==> config.mk <==
export PLATFORM = sky130hd
export DESIGN_NAME = dot_product_engine
export DESIGN_NICKNAME = d
export VERILOG_FILES = /design/src/rtl/dot_product_engine_pkg.sv /design/src/rtl/dot_product_engine_mac.sv /design/src/rtl/dot_product_engine.sv
export SDC_FILE = /design/constraint.sdc
export NUM_CORES = 1
export LEC_CHECK = 0
export ABC_AREA = 1
export CELL_PAD_IN_SITES_DETAIL_PLACEMENT = 1
export CELL_PAD_IN_SITES_GLOBAL_PLACEMENT = 1
export CORE_MARGIN = 2
export CORE_UTILIZATION = 37
export DETAILED_ROUTE_END_ITERATION = 7
export PLACE_DENSITY_LB_ADDON = 0.1
export SYNTH_ARGS = -nofsm -noshare
export SYNTH_HDL_FRONTEND = slang
export SYNTH_SLANG_ARGS = --single-unit
==> constraint.sdc <==
create_clock -name clk -period 5.8 [get_ports clk]
set_input_delay 1.16 -clock clk [delete_from_list [all_inputs] [get_ports clk]]
set_output_delay 1.16 -clock clk [all_outputs]
set_load 0.01 [all_outputs]
==> src/rtl/dot_product_engine_pkg.sv <==
// -----------------------------------------------------------------------------
// dot_product_engine_pkg
//   Shared definitions for the dot-product engine:
//   - clog2 helper for address widths
//   - FSM state encoding (IDLE=0, RUN=1, DRAIN=2, OUT=3)
//   - accumulator width formula (product width plus one bit per address bit,
//     enough headroom for DEPTH worst-case products)
// -----------------------------------------------------------------------------
package dot_product_engine_pkg;

   typedef enum logic [1:0] {
      IDLE  = 2'd0,
      RUN   = 2'd1,
      DRAIN = 2'd2,
      OUT   = 2'd3
   } state_e;

   // Ceiling log2; never returns less than 1 so a single-entry memory still
   // gets a usable one-bit address.
   function automatic int clog2(input int value);
      int r;
      r = 0;
      for (int i = 0; i < 31; i++) begin
         if ((32'sd1 <<< i) < value) begin
            r = i + 1;
         end
      end
      if (r < 1) begin
         r = 1;
      end
      return r;
   endfunction

   // Signed product width plus growth for summing 2**addr_width terms.
   function automatic int acc_width(input int data_width, input int addr_width);
      return (32'sd2 * data_width) + addr_width;
   endfunction

endpackage

==> src/rtl/dot_product_engine_mac.sv <==
// -----------------------------------------------------------------------------
// dot_product_engine_mac
//   Two-stage signed multiply-accumulate.
//   Stage M registers a*b when in_valid is set; stage A adds the sign-extended
//   product into the accumulator.
// Ports
//   clk, rst_n  clock, synchronous active-low reset
//   clear       restart: empties the pipeline and zeroes the accumulator
//   in_valid    a/b carry a valid element pair this cycle
//   last        the pair on a/b is the final one of the vector
//   a, b        signed element operands
//   sum         accumulator value including the product now in stage A
//   done        stage A holds the final product; sum is the finished dot product
// -----------------------------------------------------------------------------
module dot_product_engine_mac #(
   parameter int DATA_WIDTH = 8,
   parameter int ACC_WIDTH  = 21
) (
   input  logic                  clk,
   input  logic                  rst_n,
   input  logic                  clear,
   input  logic                  in_valid,
   input  logic                  last,
   input  logic [DATA_WIDTH-1:0] a,
   input  logic [DATA_WIDTH-1:0] b,
   output logic [ACC_WIDTH-1:0]  sum,
   output logic                  done
);

   localparam int PW = 2 * DATA_WIDTH;

   logic [PW-1:0]        prod_s;
   logic [PW-1:0]        prod_r;
   logic                 prod_vld_r;
   logic                 prod_last_r;
   logic [ACC_WIDTH-1:0] acc_r;
   logic [ACC_WIDTH-1:0] prod_ext_s;
   logic [ACC_WIDTH-1:0] sum_s;

   // Operands are sign-extended to the product width first so the multiply is
   // evaluated at full precision.
   assign prod_s = $signed({{DATA_WIDTH{a[DATA_WIDTH-1]}}, a}) *
                   $signed({{DATA_WIDTH{b[DATA_WIDTH-1]}}, b});

   assign prod_ext_s = {{(ACC_WIDTH-PW){prod_r[PW-1]}}, prod_r};
   assign sum_s      = acc_r + prod_ext_s;

   // Multiply stage and accumulate stage.
   always_ff @(posedge clk) begin
      if (!rst_n) begin
         prod_r      <= {PW{1'b0}};
         prod_vld_r  <= 1'b0;
         prod_last_r <= 1'b0;
         acc_r       <= {ACC_WIDTH{1'b0}};
      end else if (clear) begin
         prod_r      <= {PW{1'b0}};
         prod_vld_r  <= 1'b0;
         prod_last_r <= 1'b0;
         acc_r       <= {ACC_WIDTH{1'b0}};
      end else begin
         prod_vld_r  <= in_valid;
         prod_last_r <= in_valid && last;
         if (in_valid) begin
            prod_r <= prod_s;
         end
         if (prod_vld_r) begin
            acc_r <= sum_s;
         end
      end
   end

   assign sum  = sum_s;
   assign done = prod_vld_r && prod_last_r;

endmodule

==> src/rtl/dot_product_engine.sv <==
// -----------------------------------------------------------------------------
// dot_product_engine
//   Streams DEPTH element pairs from two memories (read ports A/B, identical
//   addressing), multiplies each pair and accumulates a signed dot product,
//   then offers it on a valid/ready result interface.
// Ports
//   clk, rst_n            clock, synchronous active-low reset
//   start                 pulse, accepted only in IDLE
//   busy                  high from start accept to result handshake
//   rd_en_a/b, rd_addr_a/b read strobes/addresses (A and B always identical)
//   dout_a/b              memory read data, RD_LATENCY cycles after rd_en
//   result, result_valid  dot product, held until result_ready
//   result_ready          consumer handshake
// -----------------------------------------------------------------------------
module dot_product_engine
   import dot_product_engine_pkg::*;
#(
   parameter int DATA_WIDTH  = 8,
   parameter int VETOR_WIDTH = 4,
   parameter int DEPTH       = VETOR_WIDTH * DATA_WIDTH,
   parameter int ADDR_WIDTH  = clog2(DEPTH),
   parameter int RD_LATENCY  = 1,
   parameter int ACC_WIDTH   = acc_width(DATA_WIDTH, ADDR_WIDTH)
) (
   input  logic                  clk,
   input  logic                  rst_n,
   input  logic                  start,
   output logic                  busy,
   output logic                  rd_en_a,
   output logic [ADDR_WIDTH-1:0] rd_addr_a,
   input  logic [DATA_WIDTH-1:0] dout_a,
   output logic                  rd_en_b,
   output logic [ADDR_WIDTH-1:0] rd_addr_b,
   input  logic [DATA_WIDTH-1:0] dout_b,
   output logic [ACC_WIDTH-1:0]  result,
   output logic                  result_valid,
   input  logic                  result_ready
);

   state_e                state_r;
   state_e                state_nx_s;
   logic [ADDR_WIDTH-1:0] rd_addr_r;
   logic                  rd_en_r;
   logic                  busy_r;
   logic                  result_valid_r;
   logic [ACC_WIDTH-1:0]  result_r;
   logic [RD_LATENCY-1:0] vld_r;
   logic [RD_LATENCY-1:0] last_r;
   logic                  start_acc_s;
   logic                  addr_last_s;
   logic                  mac_done_s;
   logic [ACC_WIDTH-1:0]  mac_sum_s;

   assign addr_last_s = (rd_addr_r == ADDR_WIDTH'(DEPTH - 1));
   assign start_acc_s = (state_r == IDLE) && start;

   // FSM state register.
   always_ff @(posedge clk) begin
      if (!rst_n) begin
         state_r <= IDLE;
      end else begin
         state_r <= state_nx_s;
      end
   end

   // FSM next-state logic; start outside IDLE falls through unseen.
   always_comb begin
      state_nx_s = state_r;
      case (state_r)
         IDLE: begin
            if (start) state_nx_s = RUN;
            else       state_nx_s = IDLE;
         end
         RUN: begin
            if (addr_last_s) state_nx_s = DRAIN;
            else             state_nx_s = RUN;
         end
         DRAIN: begin
            if (mac_done_s) state_nx_s = OUT;
            else            state_nx_s = DRAIN;
         end
         OUT: begin
            if (result_ready) state_nx_s = IDLE;
            else              state_nx_s = OUT;
         end
         default: state_nx_s = IDLE;
      endcase
   end

   // Registered control outputs, address counter and result register.
   // Control flags follow the next state so they change on the same edge as
   // the state itself.
   always_ff @(posedge clk) begin
      if (!rst_n) begin
         rd_en_r        <= 1'b0;
         busy_r         <= 1'b0;
         result_valid_r <= 1'b0;
         rd_addr_r      <= {ADDR_WIDTH{1'b0}};
         result_r       <= {ACC_WIDTH{1'b0}};
      end else begin
         rd_en_r        <= (state_nx_s == RUN);
         busy_r         <= (state_nx_s != IDLE);
         result_valid_r <= (state_nx_s == OUT);
         // Counter saturates on the last address instead of wrapping.
         if (state_r == IDLE) begin
            rd_addr_r <= {ADDR_WIDTH{1'b0}};
         end else if ((state_r == RUN) && !addr_last_s) begin
            rd_addr_r <= rd_addr_r + ADDR_WIDTH'(1);
         end
         // The final product is folded in here, so the result appears on the
         // same edge the accumulator would have absorbed it.
         if ((state_r == DRAIN) && mac_done_s) begin
            result_r <= mac_sum_s;
         end
      end
   end

   // Read-valid delay line: tap RD_LATENCY-1 lines up with memory read data.
   always_ff @(posedge clk) begin
      if (!rst_n) begin
         vld_r  <= {RD_LATENCY{1'b0}};
         last_r <= {RD_LATENCY{1'b0}};
      end else begin
         vld_r[0]  <= rd_en_r;
         last_r[0] <= rd_en_r && addr_last_s;
         for (int i = 1; i < RD_LATENCY; i++) begin
            vld_r[i]  <= vld_r[i-1];
            last_r[i] <= last_r[i-1];
         end
      end
   end

   dot_product_engine_mac #(
      .DATA_WIDTH (DATA_WIDTH),
      .ACC_WIDTH  (ACC_WIDTH)
   ) u_mac (
      .clk      (clk),
      .rst_n    (rst_n),
      .clear    (start_acc_s),
      .in_valid (vld_r[RD_LATENCY-1]),
      .last     (last_r[RD_LATENCY-1]),
      .a        (dout_a),
      .b        (dout_b),
      .sum      (mac_sum_s),
      .done     (mac_done_s)
   );

   assign busy         = busy_r;
   assign rd_en_a      = rd_en_r;
   assign rd_en_b      = rd_en_r;
   assign rd_addr_a    = rd_addr_r;
   assign rd_addr_b    = rd_addr_r;
   assign result       = result_r;
   assign result_valid = result_valid_r;

endmodule

; After elaboration in Yosys (flattened, before gate mapping)
; Cells that the tools add are included.
[word_totals]
latchBits = 0
ram_bits = 0
ff_bits = 72
memories = 0
rom_bits = 0
out_inout_bits = 35
[classes]
muxes = 5
n_shift = 0
n_mul = 1
bitwise_logic = 1
addsub = 2
n_reduce_logical = 11
order_cmp = 0
eq_ne = 6
div_mod_pow = 0
[ops]
columns = op, n
row1 = $add 21x21->21, 1
row2 = $mul 8x8->16, 1
row3 = $pmux 2 s4, 1
row4 = $eq 2x2->1 const B, 3
row5 = $logic_and 1x1->1, 6
row6 = $add 5x1->5 const B, 1
row7 = $eq 5x5->1 const B, 1
row8 = $eq 2x1->1 const B, 2
row9 = $mux 2, 2
row10 = $reduce_or 2->1, 2
row11 = $logic_not 2->1, 1
row12 = $mux 1, 2
row13 = $reduce_bool 2->1, 1
row14 = $logic_not 1->1, 1
row15 = $not 1->1, 1

; Depth between registers and ports, before layout
; Gate-level depths: netlist (run 1).
[depth]
depth_word = 4
ltp_mapped = 24

; Modules after synthesis
; Synthesis (run 1) repeated with hierarchy kept, for this count alone.
[hier_totals]
hier_cells = 1057
area_unflattened_um2 = 6988.0
[by_module_without_submodules]
columns = mod, cells_each, area_per_inst_um2, n_inst
row1 = dot_product_engine_mac, 899, 5718.0, 1
row2 = dot_product_engine, 158, 1270.0, 1

; Worst setup path before layout (run 1)
; OpenSTA, ideal clock, no wires.
[synth_timing]
path_kind = input to register
startpoint = input dout_b[2]
endpoint = register u_mac.prod_r[14]
slack_ps = 777
path_stages = 19
n_path_buf = 1
arrival_ps = 4910
setup_time_ps = 113
cell_sequence = clkbuf_1 > nand2_1 > inv_1 > fa_1 > inv_1 > fa_1 > inv_1 > fa_1 > inv_1 > fa_1 > inv_1 > ha_1 > a21o_1 > a21oi_1 > nand3_1 > nand2_1 > nand2_1 > o21ai_1 > inv_1
[synth_between]
elab_chain_len = 1
[synth_rtl]
columns = element, line
row1 = start: declaration, dot_product_engine.sv:34  ; input logic [DATA_WIDTH-1:0] dout_b,
row2 = $mul 8x8->16, dot_product_engine_mac.sv:42  ; assign prod_s = $signed({{DATA_WIDTH{a[DATA_WIDTH-1]}}, a}) *
row3 = end signal: assignment, dot_product_engine_mac.sv:51  ; prod_r <= {PW{1'b0}};
row4 = end signal: assignment, dot_product_engine_mac.sv:56  ; prod_r <= {PW{1'b0}};
row5 = end signal: assignment, dot_product_engine_mac.sv:64  ; prod_r <= prod_s;
row6 = end: declaration, dot_product_engine_mac.sv:33  ; logic [PW-1:0] prod_r;
; Every way passes these cells.
; A chain may end at the register's enable or synchronous reset.

; Worst setup path after layout (run 1)
[layout_timing]
startpoint = input dout_a[7]
endpoint = register u_mac.prod_r[14]
[layout_between]
elab_chain_len = 1
[layout_rtl]
columns = element, line
row1 = start: declaration, dot_product_engine.sv:31  ; input logic [DATA_WIDTH-1:0] dout_a,
row2 = $mul 8x8->16, dot_product_engine_mac.sv:42
; Every way passes these cells.

==> results of run 1 <==
state kept, by name, indices dropped and copies added (netlist names):
register and count:
busy 1, last_r 1, rd_addr_a 5, rd_en_a 1, result 21, result_valid 1
state_r 2, u_mac.acc_r 21, u_mac.prod_last_r 1, u_mac.prod_r 16, u_mac.prod_vld_r 1, vld_r 1
cells in the final DEF (no fill, tap or decap), drive strengths merged, types with 3 or more instances in the layout:
master	n
nand2	276
inv	273
nor2	145
dfxtp	72
nand3	62
fa	56
clkdlybuf4s50	54
ha	51
a21oi	32
o21ai	24
buf	11
clkbuf	9
nand4	8
xor2	8
nor3	6
or2	6
xnor2	5
o211ai	4
a21o	4
nand3b	3
clkinvlp	3
worst max path at each step:
| stage | slack, ns | depth (start not counted) | endpoint |
|---|---|---|---|
| 2_1_floorplan | 0.78 | 19 | u_mac.prod_r[14] |
| 3_3_place_gp | 0.22 | 20 | u_mac.prod_r[15] |
| 3_5_place_dp | 0.17 | 19 | u_mac.prod_r[14] |
| 4_1_cts | 0.51 | 19 | u_mac.prod_r[14] |
| 5_1_grt | 0.19 | 19 | u_mac.prod_r[13] |
| 6_report | 0.49 | 19 | u_mac.prod_r[14] |
metal layers:
metal | share of wire (%) | global-route usage [%]
met2 | 44 | 32.7
met1 | 52 | 29.2
met5 | 0 | 0
met4 | 0.71 | 3.16
met3 | 3.3 | 2.80
cell families (layout without fill, tap and decap cells):
group,Yosys count,count (layout),share of synthesized area (%)
fa+ha+maj,107,107,25.2
xor+xnor,13,13,1.63
simple gates,506,506,29.8
buf+inv,307,352,17.2
compound gates,69,69,5.57
flops,72,72,20.6
power breakdown:
part	internal [mW]	total (mW)	switching (mW)
clock network	0.292	0.529	0.236
registers	0.506	0.518	0.0117
logic	0.415	1.13	0.713
total	1.21	2.18	0.962
critical path: cells and delay by family:
| family | cells | cell delay [ns] |
|---|---|---|
| buffers and inverters | 7 | 0.94 |
| AOI/OAI and AO/OA | 3 | 0.54 |
| and+or+nand+nor | 4 | 0.41 |
| adders and majority gates | 5 | 2.49 |
area by class of cell:
class,instances,share of cell area [%]
Multi-Input combinational cell,695,54.3
Sequential cell,72,18.0
Inverter,271,12.7
Timing Repair Buffer,65,7.79
Tap cell,234,3.66
Clock buffer,9,2.82
Clock inverter,7,0.673
per-stage QoR:
step	std cells	total power, mW	cell area [um2]	utilization [%]
finish	1353	2.18	8000	42.9
global route	1353	2.42	8000	42.9
CTS	1353	2.21	8000	42.9
detailed placement	1337	1.67	7720	41.4
global placement	1337	1.65	7720	41.4
floorplan	1074	1.36	6990	-
==> impl_metrics.py, run 1 <==
metrics = {
    "outcome": {
        "status": "finished clean",
    },
    "timing": {
        "min_period_over_period_pct": 91.5,
        "tns_ns": 0,
        "max_slew_margin_pct": 44.9,
        "finClkSkew_ns": 0.0106,
        "rsz0062_at_grt": "false",
        "max_freq_mhz": 188,
        "worst_hold_slack_ns": 0.431,
        "fin_ws_ns": 0.491,
        "final-max-slew-violation-count": 0,
        "setup_viol": 0,
        "hold_viol_final": 0,
        "worst_pin_slew_ns": 0.825,
        "period_needed_ns": 5.31,
    },
    "power": {
        "p_per_area_nw_per_um2": 272,
        "peakVddDrop_v": 0.000134,
        "leakage_nw": 4.49,
    },
    "clocking": {
        "hold_buffers": 0,
        "clkTransAtPathRegs_ns": 0.06,
        "cts_made_buffers": 9,
        "cts_tree": "done",
        "clk_path_buf_depth": 2,
        "cts_resized": 0,
        "insertion_delay_ns": 0.35,
        "cts.sinks": 72,
        "root_buffer": "clkbuf_16",
        "h-tree-depth": 3,
        "postCtsSetupBuffers": 0,
    },
    "floorplan": {
        "coreArea_um2": 18600,
        "pin_count": 55,
        "die_y_um": 141,
        "rows": 50,
        "start_util_pct": 37.5,
        "die_w_um": 141,
        "fp.dieArea_um2": 20000,
    },
    "detailed_routing": {
        "drt_pre_antenna_iters": 4,
        "drt_iter0_markers": 234,
        "vias": 6278,
        "totalWireLength_um": 18700,
        "drc": 0,
        "wl_per_cell_um": 13.8,
        "drtAntennaViolNets": 0,
        "avgViaCountPerCell": 4.64,
    },
    "place": {
        "dpl.hpwl_um": 15600,
        "dp_slack_ns": 0.166,
        "place_congestion": 0.880,
        "numPortBuffers": 54,
    },
    "layout": {
        "fin_nets": 1241,
        "final-seq-area_um2": 1440,
        "diodes": 0,
        "multi_input_area_um2": 4350,
        "fillerInstances": 2498,
        "drive_gt1_share_pct": 4.83,
        "area_growth_pct": 14.5,
    },
    "yosys": {
        "ys_types": 35,
        "ys_warn_count": 0,
        "yosysMostFrequentCell": "nand2_1",
        "synthCells": 1074,
        "synth_seq_cells": 72,
        "yosys-top-cells-area": "dfxtp_1, fa_1, nand2_1",
        "syn-cell-area_um2": 6990,
        "postSynthAreaPerCell_um2": 6.50,
        "synth_top_area_cell": "dfxtp_1",
        "synth.top_cell.area_share_pct": 20.6,
        "ys_seq_area_share_pct": 20.6,
        "ys.flop_type": "dfxtp_1",
        "synth-edff-count": 0,
        "synthArstFlopShare_pct": 0,
        "syn-num-nets": 1201,
        "synth_commonest_cells": "nand2_1, inv_1, nor2_1, dfxtp_1, nand3_1",
    },
    "worst_setup_path": {
        "crit_type": "in2reg",
        "slowest_delay_ns": 0.55,
        "arrival_ns": 5.55,
        "r2r_cells": 13,
        "worst-path-max-fanout": 8,
        "reg2reg_setup_slack_ns": 3.44,
        "crit_path_cell_trace": "clkdlybuf4s50_1 > nand2_1 > inv_1 > fa_1 > inv_1 > fa_1 > inv_1 > fa_1 > inv_1 > fa_1 > inv_1 > ha_1 > a21o_1 > a21oi_1 > nand3_1 > nand2_1 > nand2_1 > o21ai_1 > inv_1",
        "r2r-start": "u_mac.prod_r[0]",
        "required_ns": 6.04,
        "crit_top_cell": "inv_1",
        "cp-start-kind": "primary input",
        "slowest_stage": "clkdlybuf4s50_1",
        "cp-startpoint": "dout_a[7]",
        "r2r-end": "u_mac.acc_r[14]",
        "crit_path_end_kind": "flop",
    },
    "global_route": {
        "overflow": 0,
        "grt_max_degree": 38,
        "grt_pass1_vias": 6468,
        "grt_pass1_wl_um": 32100,
        "grtUsageTotal_pct": 20.2,
        "antenna_found_initial": 0,
    },
    "worst_hold_path": {
        "hold_depth": 2,
        "hold_path_class": "reg2reg",
        "hp-start": "last_r",
        "worst_hold_path.endpoint": "u_mac.prod_last_r",
    },
    "run": {
        "maxCapViolCount": 0,
    },
}
Power figures use the tool's default switching activity.
==> inputs of run 2 (changes only) <==
- clock period: 5.8 -> 4.5 ns (I/O delays scaled with it)
==> run 2 against run 1 <==
Against the previous run: clock skew shrank 0.0023 ns; die area is the same; total power grew 59%; non-clock buffer count grew 42; final cell count grew 3.1%; hold slack gained 0.0024 ns; clock power grew 29%; setup slack lost 0.31 ns; critical path type unchanged; wire length grew 4.0%; flip-flop and latch count is the same; largest power group unchanged.
==> impl_metrics.py, run 2 (same netlist as run 1, synthesis figures left out) <==
metrics = {
    "clocking": {
        "cts_made_buffers": 9,
        "cts.sinks": 72,
        "cts_tree": "done",
        "clkTransAtPathRegs_ns": 0.06,
        "hold_buffers": 0,
        "root_buffer": "clkbuf_16",
        "h-tree-depth": 3,
        "clk_path_buf_depth": 2,
        "insertion_delay_ns": 0.34,
    },
    "timing": {
        "hold_viol_final": 0,
        "max_freq_mhz": 232,
        "worst_pin_slew_ns": 0.779,
        "period_needed_ns": 4.32,
        "min_period_over_period_pct": 96.0,
        "final-max-slew-violation-count": 0,
        "max_slew_margin_pct": 48.0,
        "setup_viol": 0,
        "finClkSkew_ns": 0.00837,
        "tns_ns": 0,
        "rsz0062_at_grt": "true",
    },
    "layout": {
        "fillerInstances": 2449,
        "fin_nets": 1283,
        "fin_util_pct": 45.5,
        "fin_area_um2": 8490,
        "diodes": 0,
        "drive_gt1_share_pct": 13.8,
        "final_cell_mix": "nand2_1, inv_1, nor2_1",
        "final_common_cell": "nand2_1",
        "area_growth_pct": 21.5,
    },
    "worst_setup_path": {
        "r2r_cells": 13,
        "arrival_ns": 4.56,
        "required_ns": 4.74,
        "crit_path_end_kind": "flop",
        "cp-start-kind": "primary input",
        "crit_type": "in2reg",
        "cp-startpoint": "dout_b[4]",
        "worst-path-max-fanout": 6,
        "r2r-start": "u_mac.acc_r[0]",
    },
    "detailed_routing": {
        "drt_pre_antenna_iters": 4,
        "drtAntennaViolNets": 0,
        "drc": 0,
        "drt_iter0_markers": 238,
        "wl_per_cell_um": 13.9,
        "vias": 6469,
        "avgViaCountPerCell": 4.64,
        "totalWireLength_um": 19400,
    },
    "floorplan": {
        "coreArea_um2": 18600,
        "die_w_um": 141,
        "die_y_um": 141,
        "rows": 50,
        "pin_count": 55,
        "fp.dieArea_um2": 20000,
        "start_util_pct": 37.5,
    },
    "power": {
        "power.total_mw": 3.47,
        "leakage_nw": 4.70,
        "peakVddDrop_v": 0.000277,
        "p_per_area_nw_per_um2": 409,
    },
    "global_route": {
        "grt_pass1_wl_um": 33000,
        "grtUsageTotal_pct": 20.6,
        "grt_max_degree": 38,
        "overflow": 0,
        "grt_pass1_vias": 6694,
        "antenna_found_initial": 0,
    },
    "worst_hold_path": {
        "hp-start": "last_r",
        "hold_depth": 2,
        "hold_path_class": "reg2reg",
    },
    "place": {
        "placed_area_um2": 8030,
        "numPortBuffers": 54,
        "place_congestion": 0.832,
        "dpl.hpwl_um": 15900,
    },
    "outcome": {
        "status": "finished clean",
    },
    "run": {
        "maxCapViolCount": 0,
    },
}
[run 2: changes by cell type in the layout (fill, tap and decap cells not counted), sizes merged]
| cell | previous run | this run |
|---|---|---|
| clkdlybuf4s50 | 54 | 38 |
| clkbuf | 9 | 21 |
| buf | 11 | 57 |
[run 2: layout make-up]
cell class | instances | area, um2 | share of cell area [%]
multi-input combinational | 695 | 4580 | 53.9
timing repair buffer | 107 | 878 | 10.3
tap | 234 | 293 | 3.45
clock buffer | 9 | 225 | 2.65
inverter | 271 | 1020 | 12.0
sequential | 72 | 1440 | 17.0
clock inverter | 7 | 53.8 | 0.634
[run 2: critical path: stages]
cell and delay, ns:
clkbuf_4 0.16, nand2_1 0.08, inv_1 0.06, fa_2 0.59
inv_2 0.07, fa_1 0.53, inv_1 0.06, fa_1 0.53
inv_1 0.05, fa_1 0.49, inv_2 0.05, ha_4 0.29
nand2_4 0.07, nor2_2 0.12, nand3_1 0.13, nand4_1 0.12
nand3_1 0.13, nand2_1 0.10, inv_1 0.04
[run 2: per-layer routing]
metal / up-vias / global-route usage, % / share of wire (%)
met5: - / 0 / 0
met4: 0 / 2.84 / 0.61
met3: 11 / 3.44 / 3.3
met2: 64 / 33.5 / 45
met1: 3068 / 29.6 / 52
li1: 3326 / - / -
[run 2: report_power, final]
group	switching, mW	internal (mW)
sequential	0.0152	0.653
clock	0.305	0.377
combinational	1.15	0.965
[run 2: worst paths after layout]
path	to	slack (ns)
setup / recovery	u_mac.prod_r[13]	0.18
hold / removal	u_mac.prod_last_r	0.43
setup reg to reg	u_mac.acc_r[14]	2.13
hold reg to reg	u_mac.prod_last_r	0.43
[run 2: timing repair]
item / 4_1_cts / 5_1_grt
pin swaps: 6 / 22
resized for setup: 53 / 62
buffers inserted: 3 / 3
setup endpoints to repair: 9 / 9
gates cloned: 0 / 0
[run 2: per-stage QoR]
stage	std cells	hold WS [ns]	setup slack, ns
after global routing	1395	0.460	-0.0417
after CTS	1392	0.434	0.000405
after global placement	1373	0.415	-0.712
after floorplan	1074	0.410	0.00483
final	1395	0.433	0.181
after detailed placement	1373	0.429	-0.743
==> inputs of run 3 (changes only) <==
- CORE_ASPECT_RATIO: not set -> 1.5
- CORE_MARGIN: 2 -> not set
- CORE_UTILIZATION: 37 -> 39
==> run 3 against run 2 <==
Against the previous run: the flow now finishes with violations (DRC); register-to-register slack got worse by 0.13 ns; wire length is 0.67% higher; design area down 0.80%; count of clock-buffer cells in the layout increased by 1; flip-flop and latch count unchanged; hold slack gained 0.015 ns; clock skew rose by 0.0023 ns; non-clock buffer count shrank 4; global-route usage grew 1.4 points; maximum frequency decreased by 0.71%; critical path type unchanged.
==> impl_metrics.py, run 3 (same netlist as run 1, synthesis figures left out) <==
metrics = {
    "outcome": {
        "status": "finished with violations",
        "violations": "DRC",
    },
    "timing": {
        "min_period_over_period_pct": 96.7,
        "worst_pin_slew_ns": 0.780,
        "max_freq_mhz": 230,
        "max_slew_margin_pct": 47.9,
        "period_needed_ns": 4.35,
        "setup_viol": 0,
        "hold_viol_final": 0,
        "finClkSkew_ns": 0.0107,
        "tns_ns": 0,
        "final-max-slew-violation-count": 0,
    },
    "detailed_routing": {
        "drc": 4,
        "totalWireLength_um": 19600,
        "avgViaCountPerCell": 4.72,
        "drt_iter0_markers": 170,
        "wl_per_cell_um": 14.3,
        "vias": 6462,
        "drtAntennaViolNets": 0,
        "drt_pre_antenna_iters": 6,
    },
    "clocking": {
        "clkTransAtPathRegs_ns": 0.06,
        "cts.sinks": 72,
        "cts_made_buffers": 9,
        "insertion_delay_ns": 0.34,
        "hold_buffers": 0,
        "root_buffer": "clkbuf_16",
        "cts_tree": "done",
        "clk_path_buf_depth": 2,
        "h-tree-depth": 3,
    },
    "worst_hold_path": {
        "hold_depth": 2,
        "hp-start": "last_r",
        "worst_hold_path.endpoint": "u_mac.prod_last_r",
        "hold_path_class": "reg2reg",
    },
    "global_route": {
        "grt_max_degree": 38,
        "grt_pass1_wl_um": 32400,
        "antenna_found_initial": 0,
        "grt_pass1_vias": 6853,
        "grtUsageTotal_pct": 22.1,
        "overflow": 0,
    },
    "power": {
        "p_per_area_nw_per_um2": 394,
        "peakVddDrop_v": 0.000189,
        "leakage_nw": 4.70,
    },
    "worst_setup_path": {
        "slowest_delay_ns": 0.54,
        "crit_path_cell_trace": "clkbuf_2 > nand2_1 > inv_1 > fa_1 > inv_1 > fa_1 > inv_1 > fa_1 > inv_1 > fa_1 > inv_1 > ha_4 > nand2_4 > nor2_4 > nand2_1 > nor2_2 > nor2_2 > nand3_1 > nand3_1 > nand2_1 > inv_1",
        "worst-path-max-fanout": 6,
        "crit_type": "in2reg",
        "r2r_cells": 13,
        "r2r-start": "u_mac.prod_r[0]",
        "cp-start-kind": "primary input",
        "slowest_stage": "fa_1",
        "required_ns": 4.74,
        "r2r-end": "result[14]",
        "reg2reg_setup_slack_ns": 2.00,
        "crit_path_end_kind": "flop",
        "crit_family": "adder cells",
        "crit_top_cell": "inv_1",
        "path_buf_inv": 7,
        "arrival_ns": 4.59,
    },
    "layout": {
        "final-seq-area_um2": 1440,
        "diodes": 0,
        "area_growth_pct": 20.5,
        "multi_input_area_um2": 4550,
        "fillerInstances": 2341,
        "final_cell_mix": "nand2_1, inv_1, nor2_1",
        "final_common_cell": "nand2_1",
        "drive_gt1_share_pct": 12.7,
        "fin_area_um2": 8420,
        "fin_nets": 1279,
    },
    "floorplan": {
        "die_w_um": 111,
        "die_y_um": 166,
        "coreArea_um2": 17400,
        "start_util_pct": 40.1,
        "fp.dieArea_um2": 18500,
        "pin_count": 55,
        "rows": 59,
    },
    "place": {
        "place_congestion": 0.826,
        "dpl.hpwl_um": 16400,
        "numPortBuffers": 54,
        "placed_area_um2": 8020,
    },
    "run": {
        "maxCapViolCount": 0,
    },
}
## run 3: repair_timing
item | 4_1_cts | 5_1_grt
pin swaps | 13 | 19
gates resized for setup | 50 | 47
buffers inserted | 1 | 0
hold endpoints to repair | 0 | 0
setup endpoints to repair | 9 | 8
## run 3: worst max path at each step
stage	from	to	slack (ns)	cells past startpoint
2_1_floorplan	dout_b[6]	u_mac.prod_r[10]	0.005	16
6_report	dout_a[3]	u_mac.prod_r[15]	0.15	21
3_5_place_dp	dout_a[7]	u_mac.prod_r[15]	-0.77	20
4_1_cts	dout_b[2]	u_mac.prod_r[15]	0.003	19
5_1_grt	dout_a[7]	u_mac.prod_r[15]	-0.04	21
3_3_place_gp	dout_a[6]	u_mac.prod_r[15]	-0.74	18
## run 3: metrics by stage
step                      power [mW]  cells  setup WS [ns]  hold slack (ns)  utilization (%)
final                           3.32   1370          0.150            0.448             48.3
after global routing            3.61   1370        -0.0353            0.488             48.3
after CTS                       3.28   1370        0.00307            0.449             48.3
after detailed placement        2.37   1353         -0.772            0.449             46.0
after global placement          2.32   1353         -0.739            0.419             46.0
after floorplan                 1.82   1074        0.00483            0.410                -
## run 3: worst min-delay path: cells and delay by family, from the launching register on
kind,cells,cell delay [ns]
DFF,1,0.31
and+or+nand+nor,2,0.10
## run 3: final cells by class
cell class / instances / area share, %
Multi-Input combinational cell: 695 / 54.1
Sequential cell: 72 / 17.1
Inverter: 271 / 12.1
Timing Repair Buffer: 103 / 9.96
Tap cell: 213 / 3.16
Clock buffer: 10 / 2.72
Clock inverter: 6 / 0.817
## run 3: power by group
group | internal, mW | switching, mW
combinational | 0.880 | 1.04
sequential | 0.653 | 0.0138
clock | 0.433 | 0.294
## run 3: routing by layer
| layer | wire, um | global-route usage (%) | share of wire [%] | vias to the layer above |
|---|---|---|---|---|
| li1 | - | - | - | 3314 |
| met1 | 7260 | 21.4 | 37 | 3073 |
| met2 | 11400 | 45.7 | 58 | 51 |
| met3 | 207 | 1.97 | 1.1 | 24 |
| met4 | 728 | 9.87 | 3.7 | 0 |
| met5 | 0 | 0 | 0 | - |
==> patch, RTL diff (settings of run 2) <==
Reset style: asynchronous (`rst_n`), changed in 4 clocked blocks. Comments in the files are not updated.
--- a/src/rtl/dot_product_engine_mac.sv
+++ b/src/rtl/dot_product_engine_mac.sv
@@ -46,7 +46,7 @@
    assign sum_s      = acc_r + prod_ext_s;
 
    // Multiply stage and accumulate stage.
-   always_ff @(posedge clk) begin
+   always_ff @(posedge clk or negedge rst_n) begin
       if (!rst_n) begin
          prod_r      <= {PW{1'b0}};
          prod_vld_r  <= 1'b0;
--- a/src/rtl/dot_product_engine.sv
+++ b/src/rtl/dot_product_engine.sv
@@ -55,7 +55,7 @@
    assign start_acc_s = (state_r == IDLE) && start;
 
    // FSM state register.
-   always_ff @(posedge clk) begin
+   always_ff @(posedge clk or negedge rst_n) begin
       if (!rst_n) begin
          state_r <= IDLE;
       end else begin
@@ -90,7 +90,7 @@
    // Registered control outputs, address counter and result register.
    // Control flags follow the next state so they change on the same edge as
    // the state itself.
-   always_ff @(posedge clk) begin
+   always_ff @(posedge clk or negedge rst_n) begin
       if (!rst_n) begin
          rd_en_r        <= 1'b0;
          busy_r         <= 1'b0;
@@ -116,7 +116,7 @@
    end
 
    // Read-valid delay line: tap RD_LATENCY-1 lines up with memory read data.
-   always_ff @(posedge clk) begin
+   always_ff @(posedge clk or negedge rst_n) begin
       if (!rst_n) begin
          vld_r  <= {RD_LATENCY{1'b0}};
          last_r <= {RD_LATENCY{1'b0}};
Formal check against the unedited RTL: differs if rst_n is asserted again (counterexample within 4 cycles, from zero or initial values and one cycle with rst_n low); with rst_n held inactive, the same outputs for 10 cycles.
==> patch against run 2 <==
Setup slack improved by 0.017 ns; final area fell by 1.6%; first-iteration DRC count fell by 19%; synthesized area fell by 1.0%; sequential cell count did not move; cell count fell by 8.5%; die area fell by 0.98%; hold slack improved by 0.0032 ns; core utilization rose by 0.51 points; sequential share of layout area rose by 4.6 points; wire length fell by 7.7%; critical endpoint is now u_mac.prod_r[14].
Power is not compared: it rests on default switching activity, and its combinational part moved more than twofold at a synthesized area within 25%.
==> patch: results (changes against run 2) <==
\begin{tabular}{lr}
\hline
Metric & Value \\
\hline
\multicolumn{2}{l}{\textbf{Status}} \\
Status & finished clean \\
\multicolumn{2}{l}{\textbf{Timing}} \\
Clock Skew & 0.0114 ns (+0.00308 ns) \\
Slew Limit Headroom & 34.3\% (-14 points) \\
Final Hold Slack & 0.436 ns (+0.00321 ns) \\
\multicolumn{2}{l}{\textbf{Global route}} \\
Met1 Usage GRT & 23.6\% (-6.0 points) \\
Number of global-route vias before repair & 6517 (-2.6\%) \\
All-Layer GR Usage & 19.6\% (-1.1 points) \\
GR met2 Demand/Resource & 36.3\% (+2.8 points) \\
Global-route wire length before repair & 31000 um (-5.9\%) \\
\multicolumn{2}{l}{\textbf{Final layout}} \\
Final-layout fill cell count & 2286 (-6.7\%) \\
\multicolumn{2}{l}{\textbf{Worst hold path}} \\
Cell depth of the worst min-delay path & 0 (-2) \\
Hold\_sp & rd\_en\_a \\
\multicolumn{2}{l}{\textbf{Worst setup path}} \\
CP startpoint & dout\_b[2] \\
Maximum fanout count along the critical path & 5 (-1) \\
Arr. time, crit path & 4.58 ns (+0.02 ns) \\
End of the worst register-to-register path & u\_mac.acc\_r[14] \\
Worst reg-to-reg setup slack & 2.23 ns (+0.10 ns) \\
End point of the critical path & u\_mac.prod\_r[14] \\
Worst R2R Start & u\_mac.prod\_r[0] \\
\multicolumn{2}{l}{\textbf{Place}} \\
Last weighted congestion value of the routability-driven placer & 0.827 (-0.65\%) \\
\multicolumn{2}{l}{\textbf{Synth}} \\
Ranking of synthesized cells by instance count & sky130\_fd\_sc\_hd\_\_nand2\_1 (339), sky130\_fd\_sc\_hd\_\_inv\_1 (214), sky130\_fd\_sc\_hd\_\_dfrtp\_1 (72) \\
Number of different library cells in the post-synthesis netlist & 32 (-8.6\%) \\
\multicolumn{2}{l}{\textbf{Routing}} \\
Routed WL per cell & 14.0 um (+0.85\%) \\
Metal3 WL & 329 um (-49\%) \\
Via count & 5973 (-7.7\%) \\
\hline
\end{tabular}
patch: cell count changes in the layout (fill, tap and decap cells not counted), moves of 8 or more:
| cell | change |
|---|---|
| sky130_fd_sc_hd__a21oi_1 | -12 |
| sky130_fd_sc_hd__buf_4 | -8 |
| sky130_fd_sc_hd__dfrtp_1 | +72 |
| sky130_fd_sc_hd__dfxtp_1 | -72 |
| sky130_fd_sc_hd__inv_1 | -47 |
| sky130_fd_sc_hd__inv_2 | -9 |
| sky130_fd_sc_hd__nand2_1 | +68 |
| sky130_fd_sc_hd__nand3_1 | -13 |
| sky130_fd_sc_hd__nand3b_1 | +11 |
| sky130_fd_sc_hd__nor2_1 | -84 |
patch: cells by family after synthesis:
family / synth area share [%]
buffers and inverters: 13.8
adder cells (fa/ha/maj): 25.4
AO/OA/AOI/OAI: 4.89
XOR/XNOR: 1.14
AND/OR/NAND/NOR: 28.7
flip-flops: 26.1
patch: cell type report:
cell class	instances	area (um^2)	share of cell area [%]
clock buffers	9	225	2.70
clock inverters	7	101	1.21
inverters	217	820	9.81
multi-input cells	647	4330	51.8
flip-flops and latches	72	1800	21.6
well taps	229	287	3.43
repair buffers	96	791	9.46
patch: stage by stage:
| stage | std cells | area (um^2) | setup WS (ns) |
|---|---|---|---|
| floorplan | 965 | 6940 | -0.00151 |
| global placement | 1261 | 7950 | -0.655 |
| detailed placement | 1261 | 7950 | -0.729 |
| CTS | 1277 | 8280 | 0.0110 |
| global route | 1277 | 8360 | -0.0126 |
| finish | 1277 | 8360 | 0.198 |
patch: timing repair:
item / 4_1_cts / 5_1_grt
hold buffers: 0 / 0
hold endpoints to repair: 0 / 0
gates resized for setup: 28 / 63
gates cloned: 0 / 0
buffers inserted: 0 / 0
setup endpoints to repair: 9 / 9
pin swaps: 1 / 17
